$ cat src/rtl/mult_seq_ctrl_pkg.sv
`default_nettype none
// +--------------------------------------------------------------------------+
// | Module      : mult_seq_ctrl_pkg                                          |
// | Description : Shared definitions for the multiply unit: ALU function     |
// |               codes, default widths, FSM state codes, issue packet.      |
// | Ports       : none (package)                                             |
// | Revision    : 1.0 - initial release                                      |
// +--------------------------------------------------------------------------+
package mult_seq_ctrl_pkg;

   localparam int DEF_XLEN       = 32;
   localparam int DEF_TAG_W      = 6;
   localparam int DEF_ROB_W      = 5;
   localparam int DEF_STAGE_BITS = 8;

   typedef enum logic [4:0] {
      ALU_ADD    = 5'h00,
      ALU_SUB    = 5'h01,
      ALU_SLT    = 5'h02,
      ALU_SLTU   = 5'h03,
      ALU_AND    = 5'h04,
      ALU_OR     = 5'h05,
      ALU_XOR    = 5'h06,
      ALU_SLL    = 5'h07,
      ALU_SRL    = 5'h08,
      ALU_SRA    = 5'h09,
      ALU_MUL    = 5'h0a,
      ALU_MULH   = 5'h0b,
      ALU_MULHSU = 5'h0c,
      ALU_MULHU  = 5'h0d
   } ALU_FUNC;

   typedef enum logic [1:0] {
      IDLE = 2'd0,
      BUSY = 2'd1,
      DONE = 2'd2
   } MULT_STATE;

   typedef struct packed {
      ALU_FUNC                func;
      logic [DEF_XLEN-1:0]    opa;
      logic [DEF_XLEN-1:0]    opb;
      logic [DEF_TAG_W-1:0]   tag;
      logic [DEF_ROB_W-1:0]   rob;
   } MULT_ISSUE_PACKET;

endpackage
`default_nettype wire

$ cat src/rtl/mult_seq_ctrl_if.sv
`default_nettype none
// +--------------------------------------------------------------------------+
// | Module      : mult_seq_ctrl_if                                           |
// | Description : Issue / completion handshake bundle of the multiply unit.  |
// | Ports       : master = issue stage + CDB arbiter side,                   |
// |               slave  = mult_seq_ctrl side.                               |
// | Revision    : 1.0 - initial release                                      |
// +--------------------------------------------------------------------------+
interface mult_seq_ctrl_if
   import mult_seq_ctrl_pkg::*;
#(
   parameter int XLEN  = DEF_XLEN,
   parameter int TAG_W = DEF_TAG_W,
   parameter int ROB_W = DEF_ROB_W
);
   logic             issue_valid;
   logic             issue_ready;
   ALU_FUNC          issue_func;
   logic [XLEN-1:0]  issue_opa;
   logic [XLEN-1:0]  issue_opb;
   logic [TAG_W-1:0] issue_tag;
   logic [ROB_W-1:0] issue_rob;
   logic             squash;
   logic             done_valid;
   logic             done_ready;
   logic [XLEN-1:0]  done_result;
   logic [TAG_W-1:0] done_tag;
   logic [ROB_W-1:0] done_rob;
   logic             busy;

   modport master (
      output issue_valid, issue_func, issue_opa, issue_opb, issue_tag, issue_rob,
      output squash, done_ready,
      input  issue_ready, done_valid, done_result, done_tag, done_rob, busy
   );

   modport slave (
      input  issue_valid, issue_func, issue_opa, issue_opb, issue_tag, issue_rob,
      input  squash, done_ready,
      output issue_ready, done_valid, done_result, done_tag, done_rob, busy
   );
endinterface
`default_nettype wire

$ cat src/rtl/mult_stage.sv
`default_nettype none
// +--------------------------------------------------------------------------+
// | Module      : mult_stage                                                 |
// | Description : One shift-add iteration: adds mcand times the low          |
// |               STAGE_BITS digit of mplier into acc, then shifts.          |
// | Ports       : i_acc/i_mcand/i_mplier in, o_*_next out (all WIDTH bits)   |
// | Revision    : 1.0 - initial release                                      |
// +--------------------------------------------------------------------------+
module mult_stage #(
   parameter int WIDTH      = 64,
   parameter int STAGE_BITS = 8
) (
   input  logic [WIDTH-1:0] i_acc,
   input  logic [WIDTH-1:0] i_mcand,
   input  logic [WIDTH-1:0] i_mplier,
   output logic [WIDTH-1:0] o_acc_next,
   output logic [WIDTH-1:0] o_mcand_next,
   output logic [WIDTH-1:0] o_mplier_next
);
   logic [WIDTH-1:0] w_digit;

   // The digit is treated as unsigned; signedness is already folded into the
   // sign-extended operands, so the product is exact modulo 2^WIDTH.
   assign w_digit       = {{(WIDTH-STAGE_BITS){1'b0}}, i_mplier[STAGE_BITS-1:0]};
   assign o_acc_next    = i_acc + (i_mcand * w_digit);
   assign o_mcand_next  = i_mcand << STAGE_BITS;
   assign o_mplier_next = i_mplier >> STAGE_BITS;
endmodule
`default_nettype wire

$ cat src/rtl/mult_seq_ctrl.sv
`default_nettype none
// +--------------------------------------------------------------------------+
// | Module      : mult_seq_ctrl                                              |
// | Description : Sequencer for MUL/MULH/MULHSU/MULHU. Accepts one op, runs  |
// |               2*XLEN/STAGE_BITS shift-add iterations, then holds the     |
// |               result until the CDB arbiter takes it. Squash flushes.     |
// | Ports       : clock, reset (async, active low), bus (slave modport:      |
// |               issue_*, squash, done_*, busy)                             |
// | Revision    : 1.0 - initial release                                      |
// +--------------------------------------------------------------------------+
module mult_seq_ctrl
   import mult_seq_ctrl_pkg::*;
#(
   parameter int XLEN       = DEF_XLEN,
   parameter int STAGE_BITS = DEF_STAGE_BITS,
   parameter int TAG_W      = DEF_TAG_W,
   parameter int ROB_W      = DEF_ROB_W
) (
   input  logic            clock,
   input  logic            reset,
   mult_seq_ctrl_if.slave  bus
);
   // STAGE_BITS must divide 2*XLEN; the iteration count is derived, not set.
   localparam int c_width = 2 * XLEN;
   localparam int c_iter  = c_width / STAGE_BITS;
   localparam int c_cnt_w = (c_iter > 1) ? $clog2(c_iter) : 1;
   localparam logic [c_cnt_w-1:0] c_cnt_last = c_cnt_w'(c_iter - 1);

   localparam logic [1:0] c_st_idle = IDLE;
   localparam logic [1:0] c_st_busy = BUSY;
   localparam logic [1:0] c_st_done = DONE;

   logic [1:0]         r_state;
   logic [c_cnt_w-1:0] r_cnt;
   logic [c_width-1:0] r_acc, r_mcand, r_mplier;
   ALU_FUNC            r_func;
   logic [TAG_W-1:0]   r_tag;
   logic [ROB_W-1:0]   r_rob;
   logic [XLEN-1:0]    r_done_result;

   MULT_ISSUE_PACKET   w_issue;
   logic               w_issue_ready, w_accept;
   logic               w_opa_signed, w_opb_signed;
   logic [c_width-1:0] w_opa_ext, w_opb_ext;
   logic [c_width-1:0] w_acc_next, w_mcand_next, w_mplier_next;
   logic [XLEN-1:0]    w_result;

   always_comb begin
      w_issue.func = bus.issue_func;
      w_issue.opa  = bus.issue_opa;
      w_issue.opb  = bus.issue_opb;
      w_issue.tag  = bus.issue_tag;
      w_issue.rob  = bus.issue_rob;
   end

   // A completing op frees the unit in the same cycle it is taken, which
   // gives back-to-back issue without a bubble.
   assign w_issue_ready = ~bus.squash &
                          ((r_state == c_st_idle) |
                           ((r_state == c_st_done) & bus.done_ready));
   assign w_accept      = bus.issue_valid & w_issue_ready;

   // MUL only uses the low half, which is identical for any extension.
   assign w_opa_signed = (w_issue.func == ALU_MULH) | (w_issue.func == ALU_MULHSU);
   assign w_opb_signed = (w_issue.func == ALU_MULH);
   assign w_opa_ext    = {{XLEN{w_opa_signed & w_issue.opa[XLEN-1]}}, w_issue.opa};
   assign w_opb_ext    = {{XLEN{w_opb_signed & w_issue.opb[XLEN-1]}}, w_issue.opb};

   mult_stage #(
      .WIDTH      (c_width),
      .STAGE_BITS (STAGE_BITS)
   ) u_stage (
      .i_acc         (r_acc),
      .i_mcand       (r_mcand),
      .i_mplier      (r_mplier),
      .o_acc_next    (w_acc_next),
      .o_mcand_next  (w_mcand_next),
      .o_mplier_next (w_mplier_next)
   );

   // Half selection is made from the final accumulation so the result
   // register is loaded on the same edge the FSM enters DONE.
   always_comb begin
      w_result = '0;
      case (r_func)
         ALU_MUL:                         w_result = w_acc_next[XLEN-1:0];
         ALU_MULH, ALU_MULHSU, ALU_MULHU: w_result = w_acc_next[c_width-1:XLEN];
         default:                         w_result = '0;
      endcase
   end

   always_ff @(posedge clock or negedge reset) begin
      if (!reset) begin
         r_state       <= c_st_idle;
         r_cnt         <= '0;
         r_acc         <= '0;
         r_mcand       <= '0;
         r_mplier      <= '0;
         r_func        <= ALU_ADD;
         r_tag         <= '0;
         r_rob         <= '0;
         r_done_result <= '0;
      end else if (bus.squash) begin
         r_state <= c_st_idle;
         r_cnt   <= '0;
      end else begin
         case (r_state)
            c_st_busy: begin
               r_acc    <= w_acc_next;
               r_mcand  <= w_mcand_next;
               r_mplier <= w_mplier_next;
               r_cnt    <= r_cnt + c_cnt_w'(1);
               if (r_cnt == c_cnt_last) begin
                  r_state       <= c_st_done;
                  r_cnt         <= '0;
                  r_done_result <= w_result;
               end
            end
            c_st_done: begin
               if (bus.done_ready) r_state <= c_st_idle;
            end
            c_st_idle: ;
            default:   r_state <= c_st_idle;
         endcase
         // Accept overrides the DONE->IDLE move above.
         if (w_accept) begin
            r_state  <= c_st_busy;
            r_cnt    <= '0;
            r_acc    <= '0;
            r_mcand  <= w_opa_ext;
            r_mplier <= w_opb_ext;
            r_func   <= w_issue.func;
            r_tag    <= w_issue.tag;
            r_rob    <= w_issue.rob;
         end
      end
   end

   assign bus.issue_ready = w_issue_ready;
   assign bus.done_valid  = (r_state == c_st_done);
   assign bus.done_result = r_done_result;
   assign bus.done_tag    = r_tag;
   assign bus.done_rob    = r_rob;
   assign bus.busy        = (r_state != c_st_idle);
endmodule
`default_nettype wire

$ cat src/flat_wrapper.sv
// flat-port wrapper written by rule: the top's interface ports become plain ports
module mult_seq_ctrl_flat import mult_seq_ctrl_pkg::*;
#(
   parameter int XLEN       = DEF_XLEN,
   parameter int STAGE_BITS = DEF_STAGE_BITS,
   parameter int TAG_W      = DEF_TAG_W,
   parameter int ROB_W      = DEF_ROB_W
)
  (clock, reset, bus_issue_valid, bus_issue_func, bus_issue_opa, bus_issue_opb, bus_issue_tag, bus_issue_rob, bus_squash, bus_done_ready, bus_issue_ready, bus_done_valid, bus_done_result, bus_done_tag, bus_done_rob, bus_busy);
  mult_seq_ctrl_if #(.XLEN(XLEN), .TAG_W(TAG_W), .ROB_W(ROB_W)) bus_i ();
  input  logic clock;
  input  logic reset;
  input wire logic [$bits(bus_i.issue_valid)-1:0] bus_issue_valid;
  input wire logic [$bits(bus_i.issue_func)-1:0] bus_issue_func;
  input wire logic [$bits(bus_i.issue_opa)-1:0] bus_issue_opa;
  input wire logic [$bits(bus_i.issue_opb)-1:0] bus_issue_opb;
  input wire logic [$bits(bus_i.issue_tag)-1:0] bus_issue_tag;
  input wire logic [$bits(bus_i.issue_rob)-1:0] bus_issue_rob;
  input wire logic [$bits(bus_i.squash)-1:0] bus_squash;
  input wire logic [$bits(bus_i.done_ready)-1:0] bus_done_ready;
  output wire logic [$bits(bus_i.issue_ready)-1:0] bus_issue_ready;
  output wire logic [$bits(bus_i.done_valid)-1:0] bus_done_valid;
  output wire logic [$bits(bus_i.done_result)-1:0] bus_done_result;
  output wire logic [$bits(bus_i.done_tag)-1:0] bus_done_tag;
  output wire logic [$bits(bus_i.done_rob)-1:0] bus_done_rob;
  output wire logic [$bits(bus_i.busy)-1:0] bus_busy;
  assign bus_i.issue_valid = bus_issue_valid;
  assign bus_i.issue_func = bus_issue_func;
  assign bus_i.issue_opa = bus_issue_opa;
  assign bus_i.issue_opb = bus_issue_opb;
  assign bus_i.issue_tag = bus_issue_tag;
  assign bus_i.issue_rob = bus_issue_rob;
  assign bus_i.squash = bus_squash;
  assign bus_i.done_ready = bus_done_ready;
  assign bus_issue_ready = bus_i.issue_ready;
  assign bus_done_valid = bus_i.done_valid;
  assign bus_done_result = bus_i.done_result;
  assign bus_done_tag = bus_i.done_tag;
  assign bus_done_rob = bus_i.done_rob;
  assign bus_busy = bus_i.busy;
  mult_seq_ctrl #(.XLEN(XLEN), .STAGE_BITS(STAGE_BITS), .TAG_W(TAG_W), .ROB_W(ROB_W)) u_core (.clock(clock), .reset(reset), .bus(bus_i));
endmodule
$ cat config.mk
export PLATFORM = sky130hd
export DESIGN_NAME = mult_seq_ctrl_flat
export DESIGN_NICKNAME = d
export VERILOG_FILES = /design/src/rtl/mult_seq_ctrl_pkg.sv /design/src/rtl/mult_seq_ctrl_if.sv /design/src/rtl/mult_stage.sv /design/src/rtl/mult_seq_ctrl.sv /design/src/flat_wrapper.sv
export SDC_FILE = /design/constraint.sdc
export NUM_CORES = 2
export LEC_CHECK = 0
export ABC_AREA = 1
export CAP_MARGIN = 20
export CORE_UTILIZATION = 40
export CTS_CLUSTER_SIZE = 8
export DETAILED_ROUTE_END_ITERATION = 7
export GPL_TIMING_DRIVEN = 0
export PLACE_DENSITY = 0.68
export SKIP_CTS_REPAIR_TIMING = 1
export SLEW_MARGIN = 20
export SYNTH_ARGS = -nofsm -noshare
export SYNTH_HDL_FRONTEND = slang
export SYNTH_SLANG_ARGS = --single-unit
$ cat constraint.sdc
create_clock -name clock -period 4.2 [get_ports clock]
set_input_delay 0.63 -clock clock [delete_from_list [all_inputs] [get_ports clock]]
set_output_delay 0.63 -clock clock [all_outputs]
set_load 0.03 [all_outputs]
### Yosys cells after proc, flatten, opt, wreduce, memory -nomap -nowiden

Cells that the tools add are included.

| storage, ports and cells | value |
|---|---|
| flip-flop bits (word level) | 245 |
| latch bits | 0 |
| bits in read-only memories | 0 |
| memories | 0 |
| output and inout bits | 46 |
| logic and storage cells | 57 |
| bits of input ports | 85 |
| RAM bits | 0 |

| operators by class | value |
|---|---|
| multiply operators | 1 |
| reductions and logical operators | 9 |
| div/mod/pow operators | 0 |
| equality and inequality tests | 12 |
| shifts and indexed selects | 0 |
| $lt $le $gt $ge | 0 |
| bitwise operators | 8 |
| $add $sub $neg | 2 |
| muxes and demuxes | 16 |

Operator list:

| operator | count |
|---|---|
| $mux W64 | 6 |
| $add A64 B64 Y64 | 1 |
| $mul A64 B8 Y64 | 1 |
| $pmux W32 S2 | 1 |
| $eq A5 B4 Y1 const B | 6 |
| $mux W3 | 4 |
| $mux W2 | 4 |
| $pmux W2 S3 | 1 |
| $reduce_and A3 Y1 | 2 |
| $and A1 B1 Y1 | 5 |
| $ne A4 B2 Y1 const B | 1 |
| $ne A4 B3 Y1 const B | 1 |
| $reduce_and A2 Y1 | 2 |
| $reduce_bool A2 Y1 | 2 |
| $add A3 B1 Y3 const B | 1 |
| $eq A3 B3 Y1 const B | 1 |
| $ne A3 B2 Y1 const B | 1 |
| $reduce_bool A3 Y1 | 1 |
| $reduce_or A3 Y1 | 1 |
| $eq A2 B1 Y1 const B | 1 |
| $eq A2 B2 Y1 const B | 1 |
| $logic_not A2 Y1 | 1 |
| $or A1 B1 Y1 | 2 |
| $not A1 Y1 | 1 |

### Depth between registers and ports, before layout

| logic depth | value |
|---|---|
| word-level depth | 7 |
| mapped depth | 28 |
| mapped depth without buffers | 26 |

### By module

A second synthesis with hierarchy kept.

| second synthesis, totals | value |
|---|---|
| cell total of the unflattened synthesis | 4386 |
| area total of the unflattened synthesis | 30758.2 um2 |

Modules (own cells, without submodules):

| module | times used | cells an instance | seq. area each (um2) | area each (um2) |
|---|---|---|---|---|
| mult_stage | 1 | 3106 | 0.0 | 20175.6 |
| mult_seq_ctrl | 1 | 1280 | 6130.9 | 10582.6 |

### Least setup slack after synthesis

No wires, ideal clock.

| path | value |
|---|---|
| path type | register to register |
| from | register u_core.r_mplier[5] |
| to | register u_core.r_done_result[16] (netlist: u_core.bus.done_result[16]) |
| library setup time | 121 ps |
| data required time | 4079 ps |
| arrival | 4507 ps |
| path buffers | 3 |
| setup slack | -428 ps |
| clock period less this slack | 4628 ps |
| cell stages (with the launch flop) | 26 |
| cell sequence | dfrtp_1 > clkbuf_1 > clkbuf_1 > buf_1 > nand2_1 > fa_1 > fa_1 > inv_1 > fa_1 > inv_1 > fa_1 > inv_1 > ha_1 > nand2_1 > inv_1 > nand2_1 > nand2_1 > nand2_1 > nand3_2 > nand2_1 > nand2_1 > or2_1 > nand3_1 > nand2_1 > inv_1 > a21oi_1 |

| between the ends | value |
|---|---|
| word-level cells in the longest chain between the ends | 3 |

Ends and longest elaborated chain:

| element | RTL line | RTL |
|---|---|---|
| start, declared | mult_seq_ctrl.sv:35 | `logic [c_width-1:0] r_acc, r_mcand, r_mplier;` |
| start signal, assigned | mult_seq_ctrl.sv:111 | `r_mplier <= w_mplier_next;` |
| start signal, assigned | mult_seq_ctrl.sv:131 | `r_mplier <= w_opb_ext;` |
| $mul A64 B8 Y64 | mult_stage.sv:25 | `assign o_acc_next = i_acc + (i_mcand * w_digit);` |
| $add A64 B64 Y64 | mult_stage.sv:25 |  |
| $pmux W32 S2 | mult_seq_ctrl.sv:85 | `case (r_func)` |
| end signal, assigned | mult_seq_ctrl.sv:116 | `r_done_result <= w_result;` |
| end, declared | mult_seq_ctrl.sv:39 | `logic [XLEN-1:0] r_done_result;` |

Every way passes these cells.
A chain may end at the register's enable or synchronous reset.

### Worst setup path after layout

| path | value |
|---|---|
| from | register u_core.r_mplier[1] |
| to | register u_core.r_done_result[30] (netlist: u_core.bus.done_result[30]) |

Same word-level chain as after synthesis.

==> results.cfg <==
[placement]
place_area_sq_um = 31300
dp.final_hpwl_mm = 83.5
gp_congestion = 0.981
io_buffers = 130

[sta]
fmax_ghz = 0.201
finalCritPeriodShare = 1.18
slew_violations = 0
tightest_slew_ns = 1.22
fin_skew_ns = 0.0334
rsz0062_at_grt = true
finalHoldViolations = 0
finalCriticalPeriod_ns = 4.97
setup_slack_ns = -0.774
relSlewSlack = 0.185
setup_viol = 87

[detailed_routing]
viasPerCell = 5.03
via_count = 25314
dr.pass1.iters = 6
routed_wirelength_mm = 104
drt-initial-drc-count = 2478
drcViolationCount = 0
detail-route-antenna-nets = 0
wl_per_cell_um = 20.6

[yosys]
synthFlopType = dfrtp_1
ys_top_cells_by_area = fa_1 (29%), dfrtp_1 (19%), nand2_1 (17%)
ys.warnings.count = 0
synth_top_cell_by_area = fa_1
syn_inst = 3943
syn_area_sq_um = 27900
syn_area_per_cell_sq_um = 7.08
synth_enable_flop_cells = 0
seq_area_frac_synth = 0.194
synth_nets = 4513
synthDistinctLibCells = 42
ys_ff_latch = 217
synth.top_cell.area_share = 0.294
async_flop_share = 1.00

[setup_path]
crit_fanout = 10
timing.rr.end = u_core.bus.done_result[30]
max_stage_delay_ns = 0.58
path_class = reg2reg
crit_slowest_cell = fa_1
cp_data_arrival_time_ns = 5.43
worstRegToRegCells = 24
cp-start-kind = flop
rrSetupSlack_ns = -0.77
crit_chain = buf_12 > buf_12 > nand2_1 > fa_1 > inv_1 > fa_1 > fa_1 > inv_1 > fa_1 > inv_2 > ha_4 > nand2_4 > nand2_4 > nand2_2 > nand2_4 > a21oi_4 > nor2_1 > nor2_2 > nand2_4 > nand2_4 > nand2_1 > nand2_2 > nand3_4 > a21oi_2
crit_top_cell = nand2_4
reg2reg_from = u_core.r_mplier[1]
crit_required_ns = 4.66
cp-end-kind = flop

[die]
die_w_um = 266
rows = 96
coreArea_sq_um = 68800
start_util = 0.406
die_h_um = 266
dieArea_sq_um = 70900
ios = 131

[status]
status = finished with violations
violations = setup timing

[clocking]
clockBufferDepth = 3
htreeDepth = 2
insertion_delay_ns = 0.56
clock-sinks = 217
root_buffer = clkbuf_16
cts_tree = yes
cts_buffers = 34
clk_pin_slew_ns = 0.05

[grt]
antenna_found_initial = 1
grt_max_degree = 97
grt_usage = 0.295
first_global_vias = 25373
grt_pass1_wl_mm = 154
grt_overflow = 0

[hold_path]
min_to = u_core.r_mplier[62]
holdCritPathClass = reg2reg
holdPathStages = 2
hp-start = u_core.r_mplier[62]

[flow_run]
maxCapViolCount = 0

[layout]
drive_above_1_share = 0.147
nets = 4659
stdcell_area_sq_um = 34300
area_growth_pct = 22.9
cell usage after synthesis (2+ instances only):
library cell and n:
nand2_1 1258, inv_1 1075, fa_1 410, dfrtp_1 217, nand3_1 209, nor2_1 130
a21oi_1 101, clkbuf_1 97, o21ai_0 97, ha_1 75, buf_1 52, a22oi_1 23
buf_2 23, nand4_1 21, inv_2 18, nor2_2 15, o21ai_1 14, xor2_1 14
nand3b_1 10, a22o_1 9, nand2_2 9, o211ai_1 9, nand3_2 8, nor3_1 7
a21oi_2 6, nor3_2 6, o21bai_1 6, or2_1 5, nor4_1 3, xnor2_1 3
nor4_2 2
layout make-up:
type,count,area (sq um)
fillers,6683,34500
multi-input cells,2460,20000
flip-flops and latches,217,5440
inverters,1094,4110
repair buffers,166,1700
well taps,931,1160
plain buffers,116,962
clock buffers,41,897
clock inverters,4,42.5
diodes,1,2.50
how the worst max path moves through the flow:
stage | startpoint | endpoint | slack (ns) | cells after the start
after global placement | reset | u_core.r_acc[60] | -7.21 | 1
after global routing | u_core.r_mplier[7] | u_core.bus.done_result[30] | -0.91 | 25
final | u_core.r_mplier[1] | u_core.bus.done_result[30] | -0.77 | 24
after CTS | u_core.r_mplier[6] | u_core.bus.done_result[12] | -1.52 | 23
after floorplan | u_core.r_mplier[0] | u_core.bus.done_result[10] | -0.04 | 22
after detailed placement | u_core.r_mplier[6] | u_core.bus.done_result[12] | -1.49 | 23
per-layer routing:
metal	GRT usage	vias up	share of wire
met1	0.397	12334	0.41
met4	0.118	4	0.047
met3	0.0644	203	0.10
met2	0.460	1144	0.44
met5	0	-	0.00024
li1	-	11629	-
through the flow:
step	cells	utilization	TNS [ns]	hold WS, ns	setup slack (ns)
floorplan	3943	-	-0.420	0.334	-0.0402
global placement	5004	0.454	-1656.24	0.461	-7.21
detailed placement	5007	0.455	-99.10	0.465	-1.49
CTS	5052	0.468	-103.20	-0.0553	-1.52
global route	5029	0.499	-65.06	0.488	-0.907
finish	5030	0.499	-50.95	0.477	-0.774
critical path, delay by kind of cell, from the launching register on:
family	cells	cell delay [ns]
buf+inv	5	0.51
simple gates	12	1.15
compound gates	2	0.36
fa+ha+maj	5	2.42
flops	1	0.45
layout by cell type (no fill, tap or decap), drive strengths merged:
cell,n
clkinv,3
xor2,15
a22o,9
clkdlybuf4s50,129
o211ai,9
or4,1
a21o,1
and2,1
inv,1095
a22oi,23
o21a,1
fa,410
o21ai,111
dlygate4sd3,1
nand3,217
o221ai,1
clkbuf,86
a21oi,107
buf,107
a211o,1
or2,6
ha,75
nand3b,10
nand4,21
o21bai,6
nor2,146
nor4,5
diode,1
or3,1
xnor2,3
nand2,1267
nor3,13
dfrtp,217
sequential cells by signal, summed over array words and instances (netlist names):
signal and count:
u_core.bus.done_result 32, u_core.r_acc 64, u_core.bus.done_rob 5, u_core.r_mplier 36, u_core.bus.done_tag 6, u_core.r_state 2
u_core.r_func 5, u_core.r_cnt 3, u_core.r_mcand 64
cells by family after synthesis:
logic type               synth area share
AO/OA/AOI/OAI                      0.0541
XOR/XNOR                          0.00591
adder cells (fa/ha/maj)             0.327
buffers and inverters               0.171
flip-flops                          0.194
AND/OR/NAND/NOR                     0.247
Power is left out: the tool's default activity adds up to more than one toggle a clock period on the data nets, which glitch-free logic cannot reach.
